`src/rtl/hbram_rw_arbiter.sv`:
```
// hbram_rw_arbiter: shares the HyperRAM controller command port between the
// camera write DMA and the HDMI read DMA, one burst at a time. Round-robin
// between channels, with an urgent-read override that is capped so a pending
// write is never starved.
//
// Handshakes: a command transfers on any cycle where mem_cmd_valid_o and
// mem_cmd_ready_i are both high; while valid is high and ready is low the
// command fields hold steady. Channel requests are level requests held until
// their gnt pulse, which is high exactly on the transfer cycle.
module hbram_rw_arbiter #(
    parameter int AW         = 32,
    parameter int LW         = 8,
    parameter int MAX_CONSEC = 4
) (
    input  logic          clk_i,
    input  logic          rst_i,
    input  logic          wr_req_i,
    input  logic [AW-1:0] wr_addr_i,
    input  logic [LW-1:0] wr_len_i,
    output logic          wr_gnt_o,
    output logic          wr_done_o,
    input  logic          rd_req_i,
    input  logic          rd_urgent_i,
    input  logic [AW-1:0] rd_addr_i,
    input  logic [LW-1:0] rd_len_i,
    output logic          rd_gnt_o,
    output logic          rd_done_o,
    output logic          mem_cmd_valid_o,
    input  logic          mem_cmd_ready_i,
    output logic          mem_cmd_we_o,
    output logic [AW-1:0] mem_cmd_addr_o,
    output logic [LW-1:0] mem_cmd_len_o,
    input  logic          mem_done_i,
    output logic          busy_o,
    output logic          owner_o,
    output logic [15:0]   wr_burst_cnt_o,
    output logic [15:0]   rd_burst_cnt_o,
    output logic [1:0]    dbg_state_o
);

    localparam int CW = $clog2(MAX_CONSEC + 1);
    localparam logic [CW-1:0] MAX_C = CW'(MAX_CONSEC);

    typedef enum logic [1:0] {
        IDLE  = 2'd0,
        ISSUE = 2'd1,
        BUSY  = 2'd2
    } state_t;

    state_t        state;
    logic          last_wr;     // 1 = write channel was served last
    logic [CW-1:0] consec_rd;   // read grants since the last write grant, saturating
    logic          pick_wr;
    logic          accept;

    assign accept          = (state == ISSUE) && mem_cmd_ready_i;
    assign mem_cmd_valid_o = (state == ISSUE);
    assign wr_gnt_o        = accept && mem_cmd_we_o;
    assign rd_gnt_o        = accept && !mem_cmd_we_o;
    assign busy_o          = (state != IDLE);
    assign dbg_state_o     = state;

    // Winner selection for the next burst; only meaningful in IDLE.
    always_comb begin
        pick_wr = 1'b0;
        if (wr_req_i && !rd_req_i) begin
            pick_wr = 1'b1;
        end else if (wr_req_i && rd_req_i) begin
            if (rd_urgent_i && (consec_rd < MAX_C)) begin
                pick_wr = 1'b0;
            end else if (consec_rd >= MAX_C) begin
                pick_wr = 1'b1;
            end else begin
                pick_wr = !last_wr;
            end
        end
    end

    // Arbitration FSM with registered command fields, done pulses and counters.
    always_ff @(posedge clk_i) begin
        if (rst_i) begin
            state          <= IDLE;
            last_wr        <= 1'b1;
            consec_rd      <= '0;
            mem_cmd_we_o   <= 1'b0;
            mem_cmd_addr_o <= '0;
            mem_cmd_len_o  <= '0;
            owner_o        <= 1'b0;
            wr_done_o      <= 1'b0;
            rd_done_o      <= 1'b0;
            wr_burst_cnt_o <= '0;
            rd_burst_cnt_o <= '0;
        end else begin
            wr_done_o <= 1'b0;
            rd_done_o <= 1'b0;
            case (state)
                IDLE: begin
                    if (wr_req_i || rd_req_i) begin
                        mem_cmd_we_o   <= pick_wr;
                        mem_cmd_addr_o <= pick_wr ? wr_addr_i : rd_addr_i;
                        mem_cmd_len_o  <= pick_wr ? wr_len_i : rd_len_i;
                        owner_o        <= pick_wr;
                        state          <= ISSUE;
                    end
                end
                ISSUE: begin
                    if (mem_cmd_ready_i) begin
                        last_wr <= mem_cmd_we_o;
                        if (mem_cmd_we_o) begin
                            consec_rd <= '0;
                        end else if (consec_rd < MAX_C) begin
                            consec_rd <= consec_rd + 1'b1;
                        end
                        state <= BUSY;
                    end
                end
                BUSY: begin
                    if (mem_done_i) begin
                        if (owner_o) begin
                            wr_done_o      <= 1'b1;
                            wr_burst_cnt_o <= wr_burst_cnt_o + 16'd1;
                        end else begin
                            rd_done_o      <= 1'b1;
                            rd_burst_cnt_o <= rd_burst_cnt_o + 16'd1;
                        end
                        state <= IDLE;
                    end
                end
                default: state <= IDLE;
            endcase
        end
    end

endmodule

```
`config.mk`:
```
export PLATFORM = sky130hd
export DESIGN_NAME = hbram_rw_arbiter
export DESIGN_NICKNAME = d
export VERILOG_FILES = /design/src/rtl/hbram_rw_arbiter.sv
export SDC_FILE = /design/constraint.sdc
export NUM_CORES = 1
export LEC_CHECK = 0
export ABC_AREA = 1
export CAP_MARGIN = 0
export CORE_MARGIN = 2
export CORE_UTILIZATION = 40
export CTS_CLUSTER_SIZE = 25
export DETAILED_ROUTE_END_ITERATION = 10
export HOLD_SLACK_MARGIN = 0.03
export PLACE_DENSITY = 0.8
export REMOVE_ABC_BUFFERS = 1
export SLEW_MARGIN = 20
export SYNTH_ARGS = -nofsm -noshare
export SYNTH_HDL_FRONTEND = slang
export SYNTH_SLANG_ARGS = --single-unit
```
`constraint.sdc`:
```
create_clock -name clk_i -period 1.5 [get_ports clk_i]
set_input_delay 0.3 -clock clk_i [delete_from_list [all_inputs] [get_ports clk_i]]
set_output_delay 0.3 -clock clk_i [all_outputs]
set_load 0.03 [all_outputs]
```
==> out/metrics.csv, run 1 <==
stage;metric;value;unit
clock_tree;Clock Sink Count;81;
worst_hold_path;Hold/Removal Path Class;primary input to flip-flop;
setup_path;CP Data Arrival Time;1.26;ns
drt;Routed WL;11700;µm
sta;Final Cycle Share;104;%
die;die area;11200;µm²
power;sequential share of power;42.9;%
sta;Layout Skew;0.00985;ns
clock_tree;Num CTS Buffers;9;
setup_path;crit end category;output pin;
logic_synthesis;ys flop type;dfxtp_1;
sta;Final setup viols;2;
clock_tree;clk root buf;clkbuf_8;
power;peak supply drop;0.513;mV
sta;Period minus WS final;1.56;ns
logic_synthesis;Post-synth EDFFs;0;
die;initial core utilization;40.7;%
die;core area;10200;µm²
placed_design;placed cells;977;
drt;number of DRC markers in iteration 0;139;
clock_tree;later-pin clock latency in the skew report;0.34;ns
clock_tree;clk slew on worst S/H paths;0.08;ns
global_routing;vias in the first global route;4150;
sta;fmax;640;MHz
final_layout;nets;946;
placed_design;HPWL Detailed;8530;µm
drt;post-route ant nets;0;
run;Max Cap Viol;0;
logic_synthesis;Syn Std Cell Area;4140;µm²
global_routing;grt ovf;0;
die;number of I/O pins;169;
logic_synthesis;top-area cell type share of the netlist area;39.2;%
clock_tree;htree depth;3;
drt;DR pass1 iterations;4;
power;internal power;3.81;mW
global_routing;first-pass GRT wire length;19000;µm
outcome;status;complete, but fails checks;
power;leak pwr;3.25;nW
logic_synthesis;Yosys top cell by area;dfxtp_1;
logic_synthesis;register bit total from synthesis;81;
setup_path;CP Max Fanout;6;
sta;Slew Viols, Final;0;
die;die height;106;µm
die;# rows;37;
power;power share of the clock group;30.7;%
setup_path;Setup CP Type;flip-flop to output pin;
drt;DRC viols;0;
final_layout;Area Overhead vs Synth;53.7;%
clock_tree;cts hold-fix bufs;0;
power;Logic pwr share;26.4;%
placed_design;Final GP Congestion;0.807;
drt;via density per instance;4.64;
global_routing;GRT Total Usage;20.9;%
logic_synthesis;count leader, synth;nand2_1;
power;PwrDens;870;nW/µm²
logic_synthesis;Mapped Cells;664;
logic_synthesis;ys async rst share;0;%
power;total power;5.53;mW
setup_path;Worst Reg2Reg Path Length in Cells;10;
clock_tree;TritonCTS clock tree;yes;
logic_synthesis;synth warn;0;
sta;Setup WS post-layout;-0.0615;ns
final_layout;Final Non-Filler Cells;998;
drt;DR WL/cell;11.7;µm
outcome;violated checks;setup timing;
final_layout;Fillers;954;
clock_tree;deepest clock path buffer count;2;
logic_synthesis;Synth cell types;28;
global_routing;initial antenna violation count;1;
sta;RSZ-0062 raised after global routing;true;
logic_synthesis;top cells by area, synth;dfxtp_1, nand2_1, nor2_1;
logic_synthesis;Synth top cells by count;nand2_1, nor2_1, nand3_1;
final_layout;Finished Cell Area;6360;µm²
logic_synthesis;Syn Area/Cell;6.24;µm²
setup_path;WP data required;1.20;ns
placed_design;placed cell area;6150;µm²
power;sw frac;31.1;%
final_layout;share of layout cells above drive strength 1;11.7;%
placed_design;Port Buffers;168;
die;Die W;106;µm
sta;worst slew pin tran;0.439;ns
drt;DR vias;4626;
power;switching pwr;1.72;mW
logic_synthesis;post-synthesis sequential area ratio;39.2;%
sta;headroom to the max-slew limit;70.7;%
sta;Hold Vio Cnt, Final;0;
global_routing;largest net degree at the start of global routing;55;
worst_hold_path;WHS Path Cells;3;
setup_path;CP startpoint kind;flip-flop;
[worst paths after layout]
kind	from	endpoint	slack (ns)
hold / removal	rst_i	last_wr$_SDFFE_PP1P_	0.43
setup reg to reg	dbg_state_o[0]$_SDFFE_PP0P_	wr_burst_cnt_o[15]$_SDFFE_PP0P_	0.09
setup / recovery	owner_o$_SDFFE_PP0P_	wr_gnt_o	-0.06
hold reg to reg	consec_rd[1]$_SDFFE_PP0P_	consec_rd[1]$_SDFFE_PP0P_	0.48
[registers in the layout, summed over array words and instances, names as in the netlist]
register and flops:
dbg_state_o 2, rd_done_o 1, last_wr 1, rd_burst_cnt_o 16, owner_o 1, mem_cmd_addr_o 32, mem_cmd_len_o 8, consec_rd 3
wr_done_o 1, wr_burst_cnt_o 16
[metrics by stage]
stage | utilization, % | setup TNS [ns] | setup slack (ns) | hold WS (ns)
floorplan | - | -31.39 | -0.651 | 0.369
global placement | 60.4 | -13.79 | -0.287 | 0.458
detailed placement | 60.4 | -14.16 | -0.289 | 0.469
CTS | 62.0 | -0.207 | -0.129 | 0.417
global route | 62.5 | -0.299 | -0.123 | 0.442
finish | 62.5 | -0.0762 | -0.0615 | 0.430
[layer usage]
| layer | track usage [%] | wire length [µm] |
|---|---|---|
| met5 | 0 | 0 |
| met4 | 7.61 | 227 |
| met1 | 25.0 | 5140 |
| met3 | 8.10 | 1090 |
| met2 | 34.1 | 5250 |
[worst max-delay path, cell delays in order, from the launching register on]
cell     delay, ns
dfxtp_1       0.47
buf_4         0.20
nand2_2       0.06
inv_2         0.06
buf_6         0.12
[repair_timing]
item,CTS,global route
hold endpoints to repair,0,0
cloned,0,1
setup buffers,2,1
pin swaps,1,2
resized for setup,88,25
endpoints found under the setup margin,78,26
[kinds of logic after synthesis]
| family | after synthesis | synth area share [%] |
|---|---|---|
| compound gates | 36 | 4.50 |
| buf+inv | 114 | 11.5 |
| fa+ha+maj | 3 | 0.907 |
| xor+xnor | 1 | 0.212 |
| flops | 81 | 39.2 |
| simple gates | 429 | 43.7 |
[power by group through the flow]
stage / combinational [mW] / clock [mW] / sequential (mW)
after floorplan: 0.489 / 0 / 2.69
after global placement: 1.52 / 0 / 2.42
after detailed placement: 1.52 / 0 / 2.43
after CTS: 1.46 / 1.77 / 2.37
after global routing: 1.61 / 1.83 / 2.39
final: 1.46 / 1.70 / 2.37
[final cells by class]
| class | instances | area [µm²] | share of cell area (%) |
|---|---|---|---|
| sequential | 81 | 1630 | 25.5 |
| antenna | 1 | 2.50 | 0.0393 |
| clock inverter | 4 | 50.0 | 0.786 |
| clock buffer | 12 | 165 | 2.59 |
| timing repair buffer | 213 | 1950 | 30.7 |
| multi-input combinational | 469 | 2090 | 32.8 |
| inverter | 82 | 308 | 4.84 |
| tap | 136 | 170 | 2.67 |
[layout by cell type (no fill, tap or decap), types with 2 or more instances in the layout]
master,instances
dlygate4sd2_1,66
buf_4,44
ha_1,3
nor2_1,139
dfxtp_1,78
clkbuf_8,12
buf_6,3
nand4_1,9
nor2_4,5
nand2_1,154
nand3_1,101
clkbuf_2,3
nor2_2,7
nand2_2,6
inv_1,77
clkinvlp_4,2
nor3_1,2
clkdlybuf4s50_1,84
buf_2,3
buf_12,4
o21ai_0,12
clkdlybuf4s15_1,6
inv_2,5
a21oi_1,20
nand3b_1,2
dfxtp_2,3
No activity file was read; power rests on OpenSTA's default activity.
==> run 2, diff against run 1 <==
--- a/config.mk
+++ b/config.mk
@@ -8,11 +8,12 @@
 export ABC_AREA = 1
 export CAP_MARGIN = 0
 export CORE_MARGIN = 2
-export CORE_UTILIZATION = 40
+export CORE_UTILIZATION = 45
+export CTS_BUF_LIST = sky130_fd_sc_hd__clkbuf_4 sky130_fd_sc_hd__clkbuf_8
 export CTS_CLUSTER_SIZE = 25
 export DETAILED_ROUTE_END_ITERATION = 10
 export HOLD_SLACK_MARGIN = 0.03
-export PLACE_DENSITY = 0.8
+export PLACE_DENSITY = 0.88
 export REMOVE_ABC_BUFFERS = 1
 export SLEW_MARGIN = 20
 export SYNTH_ARGS = -nofsm -noshare
==> out/metrics.csv, run 2 (synthesis results as in run 1) <==
stage;metric;value;unit
sta;Final setup viols;1;
final_layout;nets;939;
drt;uppermost layer routed;met4;
global_routing;initial antenna violation count;1;
drt;DR WL/cell;12.7;µm
power;Logic pwr share;26.1;%
drt;number of DRC markers in iteration 0;221;
setup_path;CP Max Fanout;3;
global_routing;vias in the first global route;4623;
final_layout;Final Non-Filler Cells;965;
sta;Hold Vio Cnt, Final;0;
setup_path;crit path cell chain;inv_2, nor2_4, nand2_4, inv_2, nand2_2, inv_2, buf_6;
worst_hold_path;Hold/Removal Path Class;primary input to flip-flop;
clock_tree;later-pin clock latency in the skew report;0.34;ns
drt;post-route ant nets;0;
setup_path;WP data required;1.20;ns
final_layout;Largest regs;mem_cmd_addr_o: 32 flops, rd_burst_cnt_o: 16 flops, wr_burst_cnt_o: 16 flops;
power;total power;5.57;mW
drt;DR vias;4799;
placed_design;placed cells;944;
final_layout;final core utilization;69.3;%
sta;RSZ-0062 raised after global routing;true;
sta;Fin Hold WS;0.434;ns
die;initial core utilization;45.7;%
run;Max Cap Viol;0;
clock_tree;deepest clock path buffer count;2;
outcome;status;complete, but fails checks;
setup_path;CP max stage cell;dfxtp_2;
clock_tree;htree depth;3;
sta;Setup WS post-layout;-0.0416;ns
placed_design;HPWL Detailed;8870;µm
placed_design;Final GP Congestion;0.915;
clock_tree;TritonCTS clock tree;yes;
final_layout;commonest non-fill, non-tap cell in the layout;nand2_1;
power;leak pwr;3.21;nW
die;Die W;99.9;µm
setup_path;Reg2Reg Setup Slack;0.06;ns
power;internal power;3.85;mW
setup_path;crit end category;output pin;
final_layout;Area Overhead vs Synth;51.7;%
final_layout;most frequent cells in the layout;nand2_1, nor2_1, nand3_1;
drt;via density per instance;4.97;
sta;worst slew pin tran;0.450;ns
die;# rows;35;
final_layout;Fillers;758;
die;die area;9980;µm²
global_routing;first-pass GRT wire length;20000;µm
placed_design;Port Buffers;168;
setup_path;Setup CP Type;flip-flop to output pin;
sta;Period minus WS final;1.54;ns
drt;DR pass1 iterations;6;
setup_path;CP startpoint kind;flip-flop;
final_layout;share of layout cells above drive strength 1;10.4;%
power;sequential share of power;42.6;%
clock_tree;Clock Sink Count;81;
global_routing;grt ovf;0;
final_layout;largest reg by FF count;mem_cmd_addr_o;
outcome;violated checks;setup timing;
drt;Routed WL;12200;µm
sta;Layout Skew;0.0124;ns
die;core area;9060;µm²
power;switching pwr;1.72;mW
setup_path;Buf+Inv Stages, Crit Path;4;
sta;headroom to the max-slew limit;69.9;%
power;peak supply drop;0.548;mV
die;die height;99.9;µm
sta;Final Cycle Share;103;%
power;sw frac;30.9;%
clock_tree;Num CTS Buffers;9;
drt;DRC viols;0;
setup_path;delay-heaviest family, CP;flip-flops;
sta;fmax;649;MHz
global_routing;largest net degree at the start of global routing;62;
drt;met2 routed WL;5890;µm
drt;wire length on met3;1250;µm
clock_tree;clk root buf;clkbuf_8;
final_layout;Largest register FFs;32;
global_routing;GRT Total Usage;24.6;%
sta;Slew Viols, Final;0;
final_layout;Multi-input gate area;2080;µm²
setup_path;Crit path top cell by count;inv_2;
power;PwrDens;887;nW/µm²
die;number of I/O pins;169;
drt;wl on met1;4810;µm
final_layout;register area;1630;µm²
clock_tree;clk slew on worst S/H paths;0.08;ns
setup_path;CP Data Arrival Time;1.24;ns
power;power share of the clock group;31.3;%
setup_path;Worst path max stage delay;0.35;ns
-- run 2: cell types whose count changed in the layout (fill, tap and decap cells not counted), moves of 2 or more --
cell / before / now
clkdlybuf4s15_1: 6 / 8
clkbuf_8: 12 / 9
nand2_1: 154 / 157
buf_2: 3 / 1
dfxtp_1: 78 / 76
nand2_2: 6 / 3
buf_4: 44 / 38
dfxtp_2: 3 / 5
-- run 2: tightest hold or removal path: stages --
cell and delay (ns):
buf_2 0.13, buf_12 0.18, nor2_1 0.11
-- run 2: repair_timing --
| action | 4_1_cts | 5_1_grt |
|---|---|---|
| endpoints found under the setup margin | 78 | 27 |
| gates resized for setup | 89 | 22 |
| pin swaps | 2 | 1 |
| setup buffers | 3 | 2 |
| hold buffers | 0 | 0 |
-- run 2: power groups by stage --
stage               Sequential, mW  Combinational [mW]  Clock (mW)
floorplan                     2.69               0.489           0
global placement              2.42                1.48           0
detailed placement            2.43                1.51           0
CTS                           2.37                1.45        1.77
global route                  2.39                1.59        1.87
finish                        2.37                1.45        1.74
-- run 2: path summary, 6_finish.rpt --
| kind | cells after the start | startpoint | to |
|---|---|---|---|
| min | 3 | rst_i | rd_burst_cnt_o[6]$_SDFFE_PP0P_ |
| max | 7 | dbg_state_o[0]$_SDFFE_PP0P_ | wr_gnt_o |
| max reg2reg | 7 | dbg_state_o[1]$_SDFFE_PP0P_ | rd_burst_cnt_o[5]$_SDFFE_PP0P_ |
| min reg2reg | 2 | consec_rd[1]$_SDFFE_PP0P_ | consec_rd[1]$_SDFFE_PP0P_ |
-- run 2: per-stage QoR --
stage	setup slack, ns	setup TNS (ns)	instance area, µm²
after floorplan	-0.651	-31.39	3970
after global placement	-0.194	-9.36	6070
after detailed placement	-0.231	-12.03	6070
after CTS	-0.0533	-0.0759	6240
after global routing	-0.132	-0.292	6280
final	-0.0416	-0.0416	6280
-- run 2: final cells by class --
cell class	count	area share [%]
Timing Repair Buffer	206	30.5
Antenna cell	1	0.0398
Clock inverter	5	1.29
Sequential cell	81	25.9
Inverter	82	4.90
Clock buffer	10	2.09
Multi-Input combinational cell	469	33.1
Tap cell	111	2.21
-- run 2: routing by layer --
metal  vias up  track usage [%]
met4         0             11.2
met5         -                0
met3        27             8.50
met2       218             42.8
li1       2424                -
met1      2130             27.1
==> run 3, diff against run 2 <==
--- a/config.mk
+++ b/config.mk
@@ -10,7 +10,6 @@
 export CORE_MARGIN = 2
 export CORE_UTILIZATION = 45
 export CTS_BUF_LIST = sky130_fd_sc_hd__clkbuf_4 sky130_fd_sc_hd__clkbuf_8
-export CTS_CLUSTER_SIZE = 25
 export DETAILED_ROUTE_END_ITERATION = 10
 export HOLD_SLACK_MARGIN = 0.03
 export PLACE_DENSITY = 0.88
==> results of run 3 <==
No change in the layout: final DEF, timing and power equal those of run 2.
